File: src/rtl/ram_row_reader.sv
// ram_row_reader: streams a contiguous range of RAM words out as row beats.
// Reads run through a two-stage pipeline: address, then RAM data. Each word
// is column-masked and written into a 4-entry FIFO that drives a valid/ready
// stream. Reads are only issued while the FIFO plus in-flight reads hold
// fewer than 4 words, so the FIFO can never overflow.
module ram_row_reader #(
    parameter int AWIDTH      = 10,
    parameter int DWIDTH      = 8,
    parameter int DESIGN_SIZE = 16
) (
    input  logic                            clk,
    input  logic                            resetn,
    input  logic                            start,
    input  logic [AWIDTH-1:0]               base_addr,
    input  logic [AWIDTH:0]                 num_rows,
    input  logic [$clog2(DESIGN_SIZE):0]    valid_cols,
    output logic [AWIDTH-1:0]               ram_addr,
    output logic                            ram_en,
    input  logic [DESIGN_SIZE*DWIDTH-1:0]   ram_q,
    output logic [DESIGN_SIZE*DWIDTH-1:0]   out_data,
    output logic                            out_valid,
    input  logic                            out_ready,
    output logic                            out_last,
    output logic                            busy,
    output logic                            done
);

    localparam int CW = $clog2(DESIGN_SIZE) + 1;
    localparam int WW = DESIGN_SIZE * DWIDTH;
    localparam logic [CW-1:0]   MAX_COLS = CW'(DESIGN_SIZE);
    localparam logic [AWIDTH:0] ONE_ROW  = {{AWIDTH{1'b0}}, 1'b1};

    typedef enum logic [1:0] {S_IDLE, S_ISSUE, S_DRAIN} state_t;

    state_t              state_q;
    logic [AWIDTH-1:0]   addr_q;       // next address to issue
    logic [AWIDTH:0]     left_q;       // reads still to issue
    logic [CW-1:0]       cols_q;       // clamped lane count
    logic [AWIDTH-1:0]   ram_addr_q;
    logic                ram_en_q;
    logic                ram_last_q;   // read on the RAM port is the final row
    logic                rd_vld_q;     // ram_q carries data this cycle
    logic                rd_last_q;
    logic                busy_q;
    logic                done_q;

    logic [WW-1:0]       fifo_data_q [4];
    logic [3:0]          fifo_last_q;
    logic [1:0]          wr_ptr_q;
    logic [1:0]          rd_ptr_q;
    logic [2:0]          count_q;

    logic [WW-1:0]       wdata_d;
    logic                pop_d;
    logic                can_issue_d;

    // Zero lanes at or above the programmed column count before storing.
    always_comb begin
        wdata_d = '0;
        for (int i = 0; i < DESIGN_SIZE; i++) begin
            if (CW'(i) < cols_q) wdata_d[i*DWIDTH +: DWIDTH] = ram_q[i*DWIDTH +: DWIDTH];
        end
    end

    // Occupancy = stored beats + reads in the address and data stages.
    assign can_issue_d = (count_q + {2'b0, ram_en_q} + {2'b0, rd_vld_q}) < 3'd4;
    assign out_valid   = (count_q != 3'd0);
    assign pop_d       = out_valid & out_ready;
    assign out_data    = out_valid ? fifo_data_q[rd_ptr_q] : '0;
    assign out_last    = out_valid & fifo_last_q[rd_ptr_q];
    assign ram_addr    = ram_addr_q;
    assign ram_en      = ram_en_q;
    assign busy        = busy_q;
    assign done        = done_q;

    // Command FSM: latches the command, issues reads, finishes on last pop.
    always_ff @(posedge clk or negedge resetn) begin
        if (!resetn) begin
            state_q    <= S_IDLE;
            addr_q     <= '0;
            left_q     <= '0;
            cols_q     <= '0;
            ram_addr_q <= '0;
            ram_en_q   <= 1'b0;
            ram_last_q <= 1'b0;
            busy_q     <= 1'b0;
            done_q     <= 1'b0;
        end else begin
            ram_en_q   <= 1'b0;
            ram_last_q <= 1'b0;
            done_q     <= 1'b0;
            case (state_q)
                S_IDLE: begin
                    if (start) begin
                        cols_q <= (valid_cols > MAX_COLS) ? MAX_COLS : valid_cols;
                        if (num_rows == '0) begin
                            done_q <= 1'b1;
                        end else begin
                            // First read goes out on the start edge itself.
                            busy_q     <= 1'b1;
                            ram_en_q   <= 1'b1;
                            ram_addr_q <= base_addr;
                            ram_last_q <= (num_rows == ONE_ROW);
                            addr_q     <= base_addr + 1'b1;
                            left_q     <= num_rows - 1'b1;
                            state_q    <= (num_rows == ONE_ROW) ? S_DRAIN : S_ISSUE;
                        end
                    end
                end
                S_ISSUE: begin
                    if (can_issue_d) begin
                        ram_en_q   <= 1'b1;
                        ram_addr_q <= addr_q;
                        ram_last_q <= (left_q == ONE_ROW);
                        addr_q     <= addr_q + 1'b1;
                        left_q     <= left_q - 1'b1;
                        if (left_q == ONE_ROW) state_q <= S_DRAIN;
                    end
                end
                S_DRAIN: begin
                    // The tagged last beat is always the final entry to leave.
                    if (pop_d && out_last) begin
                        done_q  <= 1'b1;
                        busy_q  <= 1'b0;
                        state_q <= S_IDLE;
                    end
                end
                default: state_q <= S_IDLE;
            endcase
        end
    end

    // Track which RAM cycle carries data and whether it is the final row.
    always_ff @(posedge clk or negedge resetn) begin
        if (!resetn) begin
            rd_vld_q  <= 1'b0;
            rd_last_q <= 1'b0;
        end else begin
            rd_vld_q  <= ram_en_q;
            rd_last_q <= ram_last_q;
        end
    end

    // Output FIFO: push masked RAM data, pop on stream handshake.
    always_ff @(posedge clk or negedge resetn) begin
        if (!resetn) begin
            for (int i = 0; i < 4; i++) fifo_data_q[i] <= '0;
            fifo_last_q <= '0;
            wr_ptr_q    <= '0;
            rd_ptr_q    <= '0;
            count_q     <= '0;
        end else begin
            if (rd_vld_q) begin
                fifo_data_q[wr_ptr_q] <= wdata_d;
                fifo_last_q[wr_ptr_q] <= rd_last_q;
                wr_ptr_q              <= wr_ptr_q + 2'd1;
            end
            if (pop_d) rd_ptr_q <= rd_ptr_q + 2'd1;
            count_q <= count_q + {2'b0, rd_vld_q} - {2'b0, pop_d};
        end
    end

endmodule

File: config.mk
export PLATFORM = sky130hd
export DESIGN_NAME = ram_row_reader
export DESIGN_NICKNAME = d
export VERILOG_FILES = /design/src/rtl/ram_row_reader.sv
export SDC_FILE = /design/constraint.sdc
export NUM_CORES = 1
export LEC_CHECK = 0
export BUFFER_PORTS_ARGS = -buffer_cell sky130_fd_sc_hd__buf_2
export CELL_PAD_IN_SITES_DETAIL_PLACEMENT = 0
export CELL_PAD_IN_SITES_GLOBAL_PLACEMENT = 1
export CORE_MARGIN = 3
export CORE_UTILIZATION = 42
export CTS_CLUSTER_SIZE = 30
export DETAILED_ROUTE_END_ITERATION = 6
export GPL_TIMING_DRIVEN = 0
export PLACE_DENSITY_LB_ADDON = 0.1
export SLEW_MARGIN = 30
export SYNTH_ARGS = -nofsm -noshare
export SYNTH_HDL_FRONTEND = slang
export SYNTH_SLANG_ARGS = --single-unit
File: constraint.sdc
create_clock -name clk -period 2.76 [get_ports clk]
set_clock_uncertainty 0.1 [all_clocks]
set_input_delay 0.414 -clock clk [delete_from_list [all_inputs] [get_ports clk]]
set_output_delay 0.414 -clock clk [all_outputs]
set_load 0.01 [all_outputs]
==> impl_results.md <==
- Status: complete, but fails checks
- Violated checks: negative setup slack
- #FFs+latches synth: 567
- Synth-to-layout area growth: 25.4%
- Worst min-delay path category: in2reg
- RSZ-0062 raised after global routing: true
- Worst Path Buf+Inv: 4
- Power Dens Cells: 718 mW/mm^2
- Synth top area cells: dfrtp_1 (56%), mux4_2 (11%), o21ai_0 (10%)
- Rows: 89
- Warnings, synthesis: 0
- Setup violators final: 107
- DR DRC count: 0
- Mapped Area: 0.0255 sq mm
- Endpoints failing hold: 0
- Largest net degree at the start of global routing: 86
- Kind of critical path: reg2out
- Antenna viol nets, final: 0
- Mean area per synthesized cell: 10.4 sq um
- PnR worst setup slack: -0.0938 ns
- Fmax: 0.350 GHz
- Crit share post-route: 1.03
- Reported leakage power: 0.0145 uW
- Share of cells above drive strength 1: 0.231
- Minimum clock period: 2.85 ns
- Htree depth: 2
- Post-synth ARST share: 1.00
- Crit path cell chain: buf_12 -> clkbuf_16 -> clkbuf_16 -> mux4_2 -> and2_4 -> buf_6
- Worst path required time: 2.25 ns
- Slew @ Worst Pin: 0.858 ns
- Startpoint types: flop
- # Max-Cap Violations: 0
- Largest stage delay on the critical path: 0.49 ns
- DR iter-0 viols: 1,117
- Post-synth EDFFs: 0
- CP delay by family, top: buffers and inverters
- Input/output buffers: 300
- Post-synth cell types: 62
- Core box area: 0.0596 sq mm
- Drt first pass iters: 5
- Full die area: 0.0637 sq mm
- Tot GR Track Use: 0.250
- Die W: 252 microns
- DP HPWL: 53,900 microns
- Num CTS Buffers: 61
- Most common cell in the netlist: nand2_1
- VDD IR max: 0.508 mV
- Overall power: 23,000 uW
- Register area share after synthesis: 0.556
- Die height: 252 microns
- Final RePlAce weighted congestion: 0.815
- Slowest CP cell: mux4_2
- Vias post-DR: 20,275
- Vias in the first global route: 21,189
- CTS Sinks: 567
- Fin. max-slew vios: 0
- Post-Syn Nets: 2,633
- Via density: 5.44
- Most common cell on crit path: clkbuf_16
- Root Driver: clkbuf_16
- Commonest cells in the netlist: nand2_1 (694), dfrtp_1 (567), o21ai_0 (533)
- Bufs on Longest Clock Path: 3
- Cells after Synth: 2,461
- Total Routed Length: 79,700 microns
- CP Capture Type: output pin
- CTS tree: done
- Initial antenna violation count: 4
- Routed wire length per instance: 21.4 microns
- Inst Count DP: 3,542
- Crit Path Max Fanout: 7
- Worst Path Arrival: 2.34 ns
- Cell accounting for the most synthesized area: dfrtp_1
- Nets: 3,082
- First-pass GRT wire length: 123,000 microns
- Slew margin rel.: 0.428
- I/O pin count: 301
- Finished Layout Cells: 3,729
- Clock Latency Late Sink: 0.62 ns
- Clk pin slew, worst setup/hold paths: 0.06 ns
- Main synth FF type: dfrtp_1
- Grt ovf: 0
- Yosys top cell area share: 0.556
- Initial Utilization: 0.428
[metrics by stage]
| step | hold WS, ns | utilization | setup WS (ns) | cell area [sq um] | setup TNS (ns) |
|---|---|---|---|---|---|
| 2_1_floorplan | 0.0184 | - | 0.0819 | 25500 | 0 |
| 3_3_place_gp | 0.238 | 0.469 | -10.44 | 28000 | -6093.80 |
| 3_5_place_dp | 0.222 | 0.473 | -0.687 | 28200 | -164.62 |
| 4_1_cts | 0.000404 | 0.523 | -0.221 | 31100 | -19.99 |
| 5_1_grt | 0.0308 | 0.536 | -0.153 | 32000 | -13.17 |
| 6_report | 0.0369 | 0.537 | -0.0938 | 32000 | -5.24 |
[sequential cells by signal, summed over array words and instances (netlist names)]
register / count
ram_last_q: 1
addr_q: 10
fifo_last_q: 4
done: 1
rd_vld_q: 1
fifo_data_q: 512
ram_en: 1
count_q: 3
rd_ptr_q: 2
wr_ptr_q: 2
state_q: 2
busy: 1
left_q: 11
ram_addr: 10
rd_last_q: 1
cols_q: 5
[worst paths after layout]
check | start | to | slack [ns] | cells after the start
worst min register to register | ram_last_q | rd_last_q | 0.25 | 0
worst max-delay path | rd_ptr_q[0] | out_data[84] | -0.09 | 6
max in group asynchronous | resetn | fifo_data_q[476] | 0.50 | 6
min in group asynchronous | resetn | fifo_data_q[34] | 0.18 | 2
worst min-delay path | ram_q[95] | fifo_data_q[351] | 0.04 | 3
worst max register to register | rd_vld_q | fifo_data_q[429] | 0.14 | 5
[per-layer routing]
metal	vias up	global-route usage	wire length, microns
li1	9348	-	-
met1	10242	0.344	34400
met2	553	0.412	38500
met3	132	0.0370	4290
met4	0	0.0832	2440
met5	-	0	0
[cell usage in the layout, fill, tap and decap left out, drive strengths merged, types with 3 or more instances in the layout]
| cell type | count |
|---|---|
| nand2b | 10 |
| nand4 | 4 |
| a21o | 8 |
| a22o | 3 |
| nor3 | 6 |
| dfrtp | 567 |
| mux4 | 129 |
| xor2 | 6 |
| clkbuf | 226 |
| mux2i | 9 |
| xnor2 | 7 |
| dlygate4sd3 | 72 |
| a21oi | 32 |
| o21a | 3 |
| or3 | 4 |
| buf | 358 |
| clkinv | 7 |
| o21ai | 536 |
| or2 | 4 |
| nand2 | 694 |
| o22ai | 5 |
| nor3b | 6 |
| inv | 15 |
| nand3 | 14 |
| nor2b | 4 |
| bufinv | 7 |
| a31oi | 4 |
| o32ai | 3 |
| nor2 | 21 |
| diode | 4 |
| nor4 | 3 |
| mux2 | 7 |
| ha | 13 |
| and2 | 133 |
| clkinvlp | 4 |
[cells by family after synthesis]
kind of cell / synth area share
xor+xnor: 0.00446
buf+inv: 0.0311
mux: 0.121
compound gates: 0.126
flops: 0.556
simple gates: 0.154
fa+ha+maj: 0.00716
[power by group]
group / total [uW] / internal [uW] / switching (uW)
sequential: 8400 / 8360 / 39.0
clock: 8290 / 4930 / 3360
combinational: 6290 / 3230 / 3050
[worst register-to-register path: cells and delay by family, from the launching register on]
family,cells,cell delay (ns)
AO/OA/AOI/OAI,1,0.19
buffers and inverters,3,1.56
flip-flops,1,0.43
AND/OR/NAND/NOR,1,0.19
[cell type report]
class / instances / area, sq um
flip-flops and latches: 567 / 14200
plain buffers: 178 / 1010
well taps: 773 / 967
fillers: 5464 / 27600
inverters: 13 / 51.3
clock inverters: 20 / 297
diodes: 4 / 10.0
multi-input cells: 1695 / 10700
clock buffers: 85 / 1710
repair buffers: 394 / 3040
[what timing repair did]
item / 4_1_cts / 5_1_grt
setup endpoints to repair: 389 / 209
setup buffers: 2 / 5
cloned: 0 / 7
hold endpoints to repair: 260 / 0
resized for setup: 85 / 179
hold buffers: 72 / 0
pin swaps: 0 / 9
Note: power is estimated with default switching activity, not from simulation.
